$ cat config.mk
export PLATFORM = sky130hd
export DESIGN_NAME = uinstr_encoder_flat
export DESIGN_NICKNAME = d
export VERILOG_FILES = /design/src/rtl/uinstr_encoder_if.sv /design/src/rtl/uinstr_encoder.sv /design/src/flat_wrapper.sv
export SDC_FILE = /design/constraint.sdc
export NUM_CORES = 1
export LEC_CHECK = 0
export CAP_MARGIN = 25
export CORE_UTILIZATION = 56
export CTS_BUF_LIST = sky130_fd_sc_hd__clkbuf_2 sky130_fd_sc_hd__clkbuf_4 sky130_fd_sc_hd__clkbuf_8
export DETAILED_ROUTE_END_ITERATION = 7
export GPL_TIMING_DRIVEN = 1
export PLACE_DENSITY_LB_ADDON = 0.15
export SYNTH_ARGS = -nofsm -noshare
export SYNTH_HDL_FRONTEND = slang
export SYNTH_SLANG_ARGS = --single-unit
$ cat constraint.sdc
create_clock -name clk -period 3.05 [get_ports clk]
set_input_delay 0.4575 -clock clk [delete_from_list [all_inputs] [get_ports clk]]
set_output_delay 0.4575 -clock clk [all_outputs]
set_load 0.02 [all_outputs]
$ cat src/rtl/uinstr_encoder_if.sv
// uinstr_encoder_if: decoded control strobes in, queued microinstruction words and status out
interface uinstr_encoder_if #(parameter int ADDR_W = 4);
  logic              sample;
  logic              EO_bar, PO_bar, IOH_bar, IOL_bar, XO_bar, YO_bar, RO, DO;
  logic              RT, PP;
  logic [5:0]        ALU_flags;
  logic              MI_bar, II_bar, XI_bar, YI_bar, RI, DI;
  logic              JC, JZ, JGT, JLT;
  logic              rd_en, clr_err;
  logic [16:0]       rd_data;
  logic              empty, full;
  logic [ADDR_W:0]   count;
  logic              err_conflict, err_overflow;
  modport master (
    output sample, EO_bar, PO_bar, IOH_bar, IOL_bar, XO_bar, YO_bar, RO, DO, RT, PP, ALU_flags,
           MI_bar, II_bar, XI_bar, YI_bar, RI, DI, JC, JZ, JGT, JLT, rd_en, clr_err,
    input  rd_data, empty, full, count, err_conflict, err_overflow
  );
  modport slave (
    input  sample, EO_bar, PO_bar, IOH_bar, IOL_bar, XO_bar, YO_bar, RO, DO, RT, PP, ALU_flags,
           MI_bar, II_bar, XI_bar, YI_bar, RI, DI, JC, JZ, JGT, JLT, rd_en, clr_err,
    output rd_data, empty, full, count, err_conflict, err_overflow
  );
endinterface

$ cat src/rtl/uinstr_encoder.sv
// uinstr_encoder: re-packs decoded strobes into 16-bit microinstruction words queued in a FWFT FIFO
module uinstr_encoder #(
  parameter int DEPTH  = 16,
  parameter int ADDR_W = 4
) (
  input logic             clk,
  input logic             reset,
  uinstr_encoder_if.slave bus
);
  localparam logic [ADDR_W:0] FULL_CNT = (ADDR_W+1)'(DEPTH);
  logic [6:0]        w_bo;
  logic [5:0]        w_bi;
  logic [2:0]        w_oc, w_ic;
  logic              w_bo_multi, w_bi_multi, w_conflict;
  logic [15:0]       w_word;
  logic              w_full, w_empty, w_push, w_pop;
  logic [16:0]       r_mem [DEPTH];
  logic [ADDR_W-1:0] r_wp, r_rp;
  logic [ADDR_W:0]   r_cnt;
  logic              r_err_conflict, r_err_overflow;
  // active-high views indexed by code (bus-in index k means code k+1)
  assign w_bo = {bus.DO, ~bus.YO_bar, ~bus.XO_bar, bus.RO, ~bus.IOL_bar, ~bus.IOH_bar, ~bus.PO_bar};
  assign w_bi = {bus.DI, ~bus.YI_bar, ~bus.XI_bar, bus.RI, ~bus.II_bar, ~bus.MI_bar};
  assign w_bo_multi = |(w_bo & (w_bo - 7'd1));
  assign w_bi_multi = |(w_bi & (w_bi - 6'd1));
  // lowest active code wins; idle bus-out is 7, idle bus-in is 0
  always_comb begin
    w_oc = 3'd7;
    for (int k = 6; k >= 0; k--) if (w_bo[k]) w_oc = 3'(k);
    w_ic = 3'd0;
    for (int k = 5; k >= 0; k--) if (w_bi[k]) w_ic = 3'(k + 1);
  end
  assign w_conflict = w_bi_multi | (bus.EO_bar ? w_bo_multi : (|w_bo | bus.RT | bus.PP));
  assign w_word = {bus.EO_bar, bus.EO_bar ? {w_oc, bus.RT, bus.PP, bus.ALU_flags[0]} : bus.ALU_flags,
                   w_ic, bus.JC, bus.JZ, bus.JGT, bus.JLT, 2'b00};
  assign w_full  = r_cnt == FULL_CNT;
  assign w_empty = r_cnt == '0;
  assign w_pop   = bus.rd_en & ~w_empty;
  assign w_push  = bus.sample & (~w_full | w_pop);
  assign bus.rd_data      = w_empty ? 17'd0 : r_mem[r_rp];
  assign bus.empty        = w_empty;
  assign bus.full         = w_full;
  assign bus.count        = r_cnt;
  assign bus.err_conflict = r_err_conflict;
  assign bus.err_overflow = r_err_overflow;
  // storage needs no reset: only entries between the pointers are ever visible
  always_ff @(posedge clk) if (w_push) r_mem[r_wp] <= {w_conflict, w_word};
  // pointers, occupancy and sticky flags; a set event beats clr_err
  always_ff @(posedge clk or posedge reset) begin
    if (reset) begin
      r_wp           <= '0;
      r_rp           <= '0;
      r_cnt          <= '0;
      r_err_conflict <= 1'b0;
      r_err_overflow <= 1'b0;
    end else begin
      r_wp           <= r_wp + ADDR_W'(w_push);
      r_rp           <= r_rp + ADDR_W'(w_pop);
      r_cnt          <= r_cnt + (ADDR_W+1)'(w_push) - (ADDR_W+1)'(w_pop);
      r_err_conflict <= (w_push & w_conflict) | (r_err_conflict & ~bus.clr_err);
      r_err_overflow <= (bus.sample & w_full & ~w_pop) | (r_err_overflow & ~bus.clr_err);
    end
  end
endmodule

$ cat src/flat_wrapper.sv
// flat-port wrapper written by rule: the top's interface ports become plain ports
module uinstr_encoder_flat 
#(
  parameter int DEPTH  = 16,
  parameter int ADDR_W = 4
)
  (clk, reset, bus_sample, bus_EO_bar, bus_PO_bar, bus_IOH_bar, bus_IOL_bar, bus_XO_bar, bus_YO_bar, bus_RO, bus_DO, bus_RT, bus_PP, bus_ALU_flags, bus_MI_bar, bus_II_bar, bus_XI_bar, bus_YI_bar, bus_RI, bus_DI, bus_JC, bus_JZ, bus_JGT, bus_JLT, bus_rd_en, bus_clr_err, bus_rd_data, bus_empty, bus_full, bus_count, bus_err_conflict, bus_err_overflow);
  uinstr_encoder_if #(.ADDR_W(ADDR_W)) bus_i ();
  input logic clk;
  input logic reset;
  input wire logic [$bits(bus_i.sample)-1:0] bus_sample;
  input wire logic [$bits(bus_i.EO_bar)-1:0] bus_EO_bar;
  input wire logic [$bits(bus_i.PO_bar)-1:0] bus_PO_bar;
  input wire logic [$bits(bus_i.IOH_bar)-1:0] bus_IOH_bar;
  input wire logic [$bits(bus_i.IOL_bar)-1:0] bus_IOL_bar;
  input wire logic [$bits(bus_i.XO_bar)-1:0] bus_XO_bar;
  input wire logic [$bits(bus_i.YO_bar)-1:0] bus_YO_bar;
  input wire logic [$bits(bus_i.RO)-1:0] bus_RO;
  input wire logic [$bits(bus_i.DO)-1:0] bus_DO;
  input wire logic [$bits(bus_i.RT)-1:0] bus_RT;
  input wire logic [$bits(bus_i.PP)-1:0] bus_PP;
  input wire logic [$bits(bus_i.ALU_flags)-1:0] bus_ALU_flags;
  input wire logic [$bits(bus_i.MI_bar)-1:0] bus_MI_bar;
  input wire logic [$bits(bus_i.II_bar)-1:0] bus_II_bar;
  input wire logic [$bits(bus_i.XI_bar)-1:0] bus_XI_bar;
  input wire logic [$bits(bus_i.YI_bar)-1:0] bus_YI_bar;
  input wire logic [$bits(bus_i.RI)-1:0] bus_RI;
  input wire logic [$bits(bus_i.DI)-1:0] bus_DI;
  input wire logic [$bits(bus_i.JC)-1:0] bus_JC;
  input wire logic [$bits(bus_i.JZ)-1:0] bus_JZ;
  input wire logic [$bits(bus_i.JGT)-1:0] bus_JGT;
  input wire logic [$bits(bus_i.JLT)-1:0] bus_JLT;
  input wire logic [$bits(bus_i.rd_en)-1:0] bus_rd_en;
  input wire logic [$bits(bus_i.clr_err)-1:0] bus_clr_err;
  output wire logic [$bits(bus_i.rd_data)-1:0] bus_rd_data;
  output wire logic [$bits(bus_i.empty)-1:0] bus_empty;
  output wire logic [$bits(bus_i.full)-1:0] bus_full;
  output wire logic [$bits(bus_i.count)-1:0] bus_count;
  output wire logic [$bits(bus_i.err_conflict)-1:0] bus_err_conflict;
  output wire logic [$bits(bus_i.err_overflow)-1:0] bus_err_overflow;
  assign bus_i.sample = bus_sample;
  assign bus_i.EO_bar = bus_EO_bar;
  assign bus_i.PO_bar = bus_PO_bar;
  assign bus_i.IOH_bar = bus_IOH_bar;
  assign bus_i.IOL_bar = bus_IOL_bar;
  assign bus_i.XO_bar = bus_XO_bar;
  assign bus_i.YO_bar = bus_YO_bar;
  assign bus_i.RO = bus_RO;
  assign bus_i.DO = bus_DO;
  assign bus_i.RT = bus_RT;
  assign bus_i.PP = bus_PP;
  assign bus_i.ALU_flags = bus_ALU_flags;
  assign bus_i.MI_bar = bus_MI_bar;
  assign bus_i.II_bar = bus_II_bar;
  assign bus_i.XI_bar = bus_XI_bar;
  assign bus_i.YI_bar = bus_YI_bar;
  assign bus_i.RI = bus_RI;
  assign bus_i.DI = bus_DI;
  assign bus_i.JC = bus_JC;
  assign bus_i.JZ = bus_JZ;
  assign bus_i.JGT = bus_JGT;
  assign bus_i.JLT = bus_JLT;
  assign bus_i.rd_en = bus_rd_en;
  assign bus_i.clr_err = bus_clr_err;
  assign bus_rd_data = bus_i.rd_data;
  assign bus_empty = bus_i.empty;
  assign bus_full = bus_i.full;
  assign bus_count = bus_i.count;
  assign bus_err_conflict = bus_i.err_conflict;
  assign bus_err_overflow = bus_i.err_overflow;
  uinstr_encoder #(.DEPTH(DEPTH), .ADDR_W(ADDR_W)) u_core (.clk(clk), .reset(reset), .bus(bus_i));
endmodule
==> key figures <==
Status
  • Status: complete, but fails checks
  • Failing checks: DRC

Power
  • Sw Share: 31.2%
  • Combinational Power Share: 33.9%
  • Peak supply drop: 0.588 mV
  • LEAKAGE: 4.35 nW
  • Pwr Total: 11.0 mW
  • P_int: 7.54 mW
  • Clock power share: 24.8%
  • Seq pwr share: 41.3%
  • Psw: 3.41 mW
  • Power density cells: 891 nW/um2

Timing
  • Max-Slew Margin vs Limit: 54.2%
  • Pins Over Slew Limit: 0
  • Hold slack: 0.346 ns
  • Hold Violations, Final: 0
  • Max Fclk: 0.336 GHz
  • Worst Max-Slew Pin Slew: 0.687 ns
  • Skew final: 0.0192 ns
  • Final setup viols: 0
  • Final min period: 2.98 ns
  • Setup TNS Final: 0 ns
  • RSZ-0062 raised after global routing: no
  • Tcrit/Tclk final: 97.6%

Worst setup path
  • Max stage delay on crit path: 0.57 ns
  • WP data required: 2.59 ns
  • Crit-path leading delay family: multiplexers
  • Crit path kind: flop to output pin
  • Setup crit start kind: flop
  • R2R setup slack: 0.25 ns
  • CP Capture Type: output pin
  • Critical-path top delay cell: mux4_1
  • Worst Path Arrival: 2.52 ns
  • Crit Path Max Fanout: 14
  • CP cell instances: buf_12, mux4_1, mux2i_1, o22ai_1, dlygate4sd2_1
  • CP bufs+invs: 2

Placed design
  • GP Congestion: 0.783
  • Dpl hpwl: 13000 um
  • Port bufs: 54

Detailed routing
  • Final ANT Viol Nets: 0
  • Routed via count: 5247
  • WL/cell: 23.9 um
  • Initial DRC count: 365
  • Number of detailed-route iterations in the first pass: 7
  • DRC: 8
  • Final wirelength: 21000 um
  • Post-DR vias/cell: 5.99

Die
  • Total core area: 18100 um2
  • Initial Util: 57.5%
  • Die Height: 138 um
  • Die area: 19100 um2
  • Row count: 49
  • I/O pin total: 57
  • Die X: 138 um

Synth
  • Seq cells post-synth: 255
  • EDFF count, synth: 240
  • Main synth FF type: edfxtp_1
  • Fraction of registers with async set/reset: 5.88%
  • Syn_area_per_cell: 20.5 um2
  • Synth Instances: 507
  • Cell area after synthesis: 10400 um2
  • Register area share after synthesis: 72.9%
  • Post-synth cell types: 45
  • Synth warn: 0

Clock tree
  • TritonCTS Buffers: 40
  • CTS root buffer: clkbuf_8
  • Clk Latency, worst-skew pair: 0.52 ns
  • CTS Sinks: 255
  • Reg clk slew, reported paths: 0.06 ns
  • CTS H-tree lvls: 2
  • CTS tree: built
  • Hold Buf Count CTS: 0
  • CTS Buffer Depth: 3

Final layout
  • Commonest non-fill, non-tap cell in the layout: edfxtp_1
  • Antenna fix cells: 0
  • Highest-count cells in the layout ignoring fill and taps: edfxtp_1 (240), clkbuf_8 (43), clkdlybuf4s50_1 (39)
  • Layout area overhead: 18.3%
  • Filler cell count: 1142
  • Ratio of cells with drive above 1 in the final layout: 22.7%
  • Nets: 661

Global route
  • Antenna violations before repair: 0
  • Total GRT Usage: 22.9%
  • First-pass GRT wire length: 31900 um
  • Number of global-route vias before repair: 5458
  • Grt total ovfl: 0
  • Largest net degree at the start of global routing: 33

Hold path
  • Worst min-delay path category: input port to asynchronous set/reset pin

Job
  • Max Cap Viol: 0
==> metrics by stage <==
step           cells  setup slack (ns)  util, %  instance area [um2]
6_report         876            0.0731     68.0                12300
5_1_grt          876            0.0208     68.0                12300
4_1_cts          875            0.0674     68.0                12300
3_5_place_dp     804             0.202     63.6                11500
3_3_place_gp     804             0.253     63.6                11500
2_1_floorplan    508            0.0399        -                10400
==> synth_stat cells, types with 4 or more instances <==
master / count / share of area [%]
mux4_1: 38 / 9.6
buf_6: 7 / 0.76
inv_1: 17 / 0.61
o21ai_0: 6 / 0.29
clkbuf_1: 7 / 0.25
o22ai_1: 17 / 1.0
mux4_2: 22 / 4.8
nand2_1: 11 / 0.40
nor3_1: 6 / 0.29
nand3_1: 7 / 0.34
edfxtp_1: 240 / 69
xnor2_1: 4 / 0.34
buf_2: 10 / 0.48
dfrtp_1: 15 / 3.6
ha_1: 9 / 1.1
mux2i_1: 30 / 2.9
nor2_1: 19 / 0.69
xor2_1: 5 / 0.42
==> sequential cells by signal (all words and copies together) (netlist names) <==
signal,cells
u_core.bus.count,5
u_core.bus.err_conflict,1
u_core.bus.err_overflow,1
u_core.r_wp,4
u_core.r_rp,4
u_core.r_mem,240
==> power by group through the flow <==
| stage | logic, mW | clock network, mW | registers (mW) |
|---|---|---|---|
| 6_report | 3.71 | 2.72 | 4.52 |
| 5_1_grt | 3.95 | 2.94 | 4.56 |
| 4_1_cts | 3.76 | 2.78 | 4.52 |
| 3_5_place_dp | 3.83 | 0 | 4.61 |
| 3_3_place_gp | 3.78 | 0 | 4.58 |
| 2_1_floorplan | 2.52 | 0 | 4.49 |
==> worst reg2reg max path: stages (launching register included) <==
cell,delay [ns]
dfrtp_1,0.41
inv_1,0.11
ha_1,0.18
nor4b_4,0.28
buf_4,0.18
nor2b_1,0.09
ha_1,0.29
inv_1,0.04
ha_1,0.22
fa_1,0.44
a21oi_1,0.16
nor2_1,0.05
nor2_1,0.12
xnor2_1,0.13
==> layer usage <==
metal / vias up / share of wire, % / global-route usage, %
met5: - / 0 / 0
met4: 0 / 1.7 / 6.33
met3: 26 / 5.1 / 4.47
met2: 172 / 51 / 38.1
met1: 2708 / 43 / 31.5
li1: 2341 / - / -
==> repair_timing <==
item                       in CTS  in global routing
setup buffers                   2                  0
gates cloned                    0                  0
setup endpoints to repair      15                  1
pin swaps                       0                  0
resized for setup              19                  1
==> final timing paths <==
check / start / endpoint / cells past startpoint
setup reg to reg: u_core.bus.count[3] / u_core.bus.count[4] / 13
hold reg to reg: u_core.bus.err_conflict / u_core.bus.err_conflict / 2
setup / recovery: u_core.r_rp[0] / bus_rd_data[15] / 5
max in group asynchronous: reset / u_core.r_rp[0] / 2
hold / removal: reset / u_core.r_rp[0] / 2
min in group clk: u_core.bus.err_conflict / u_core.bus.err_conflict / 2
==> final cells by class <==
class,count,area (um2),area share (%)
multi-input cells,209,2650,21.5
well taps,229,287,2.33
repair buffers,97,950,7.72
flip-flops and latches,255,7590,61.7
clock buffers,62,734,5.97
clock inverters,7,35.0,0.285
inverters,17,63.8,0.519
==> logic make-up after synthesis <==
| group | count (synthesis) | synth area share [%] |
|---|---|---|
| simple gates | 60 | 3.00 |
| other cells | 1 | 0.0361 |
| buf+inv | 44 | 2.32 |
| mux | 92 | 17.5 |
| xor+xnor | 9 | 0.758 |
| flops | 255 | 72.9 |
| compound gates | 36 | 2.25 |
| fa+ha+maj | 10 | 1.28 |
Note: power is estimated with default switching activity, not from simulation.
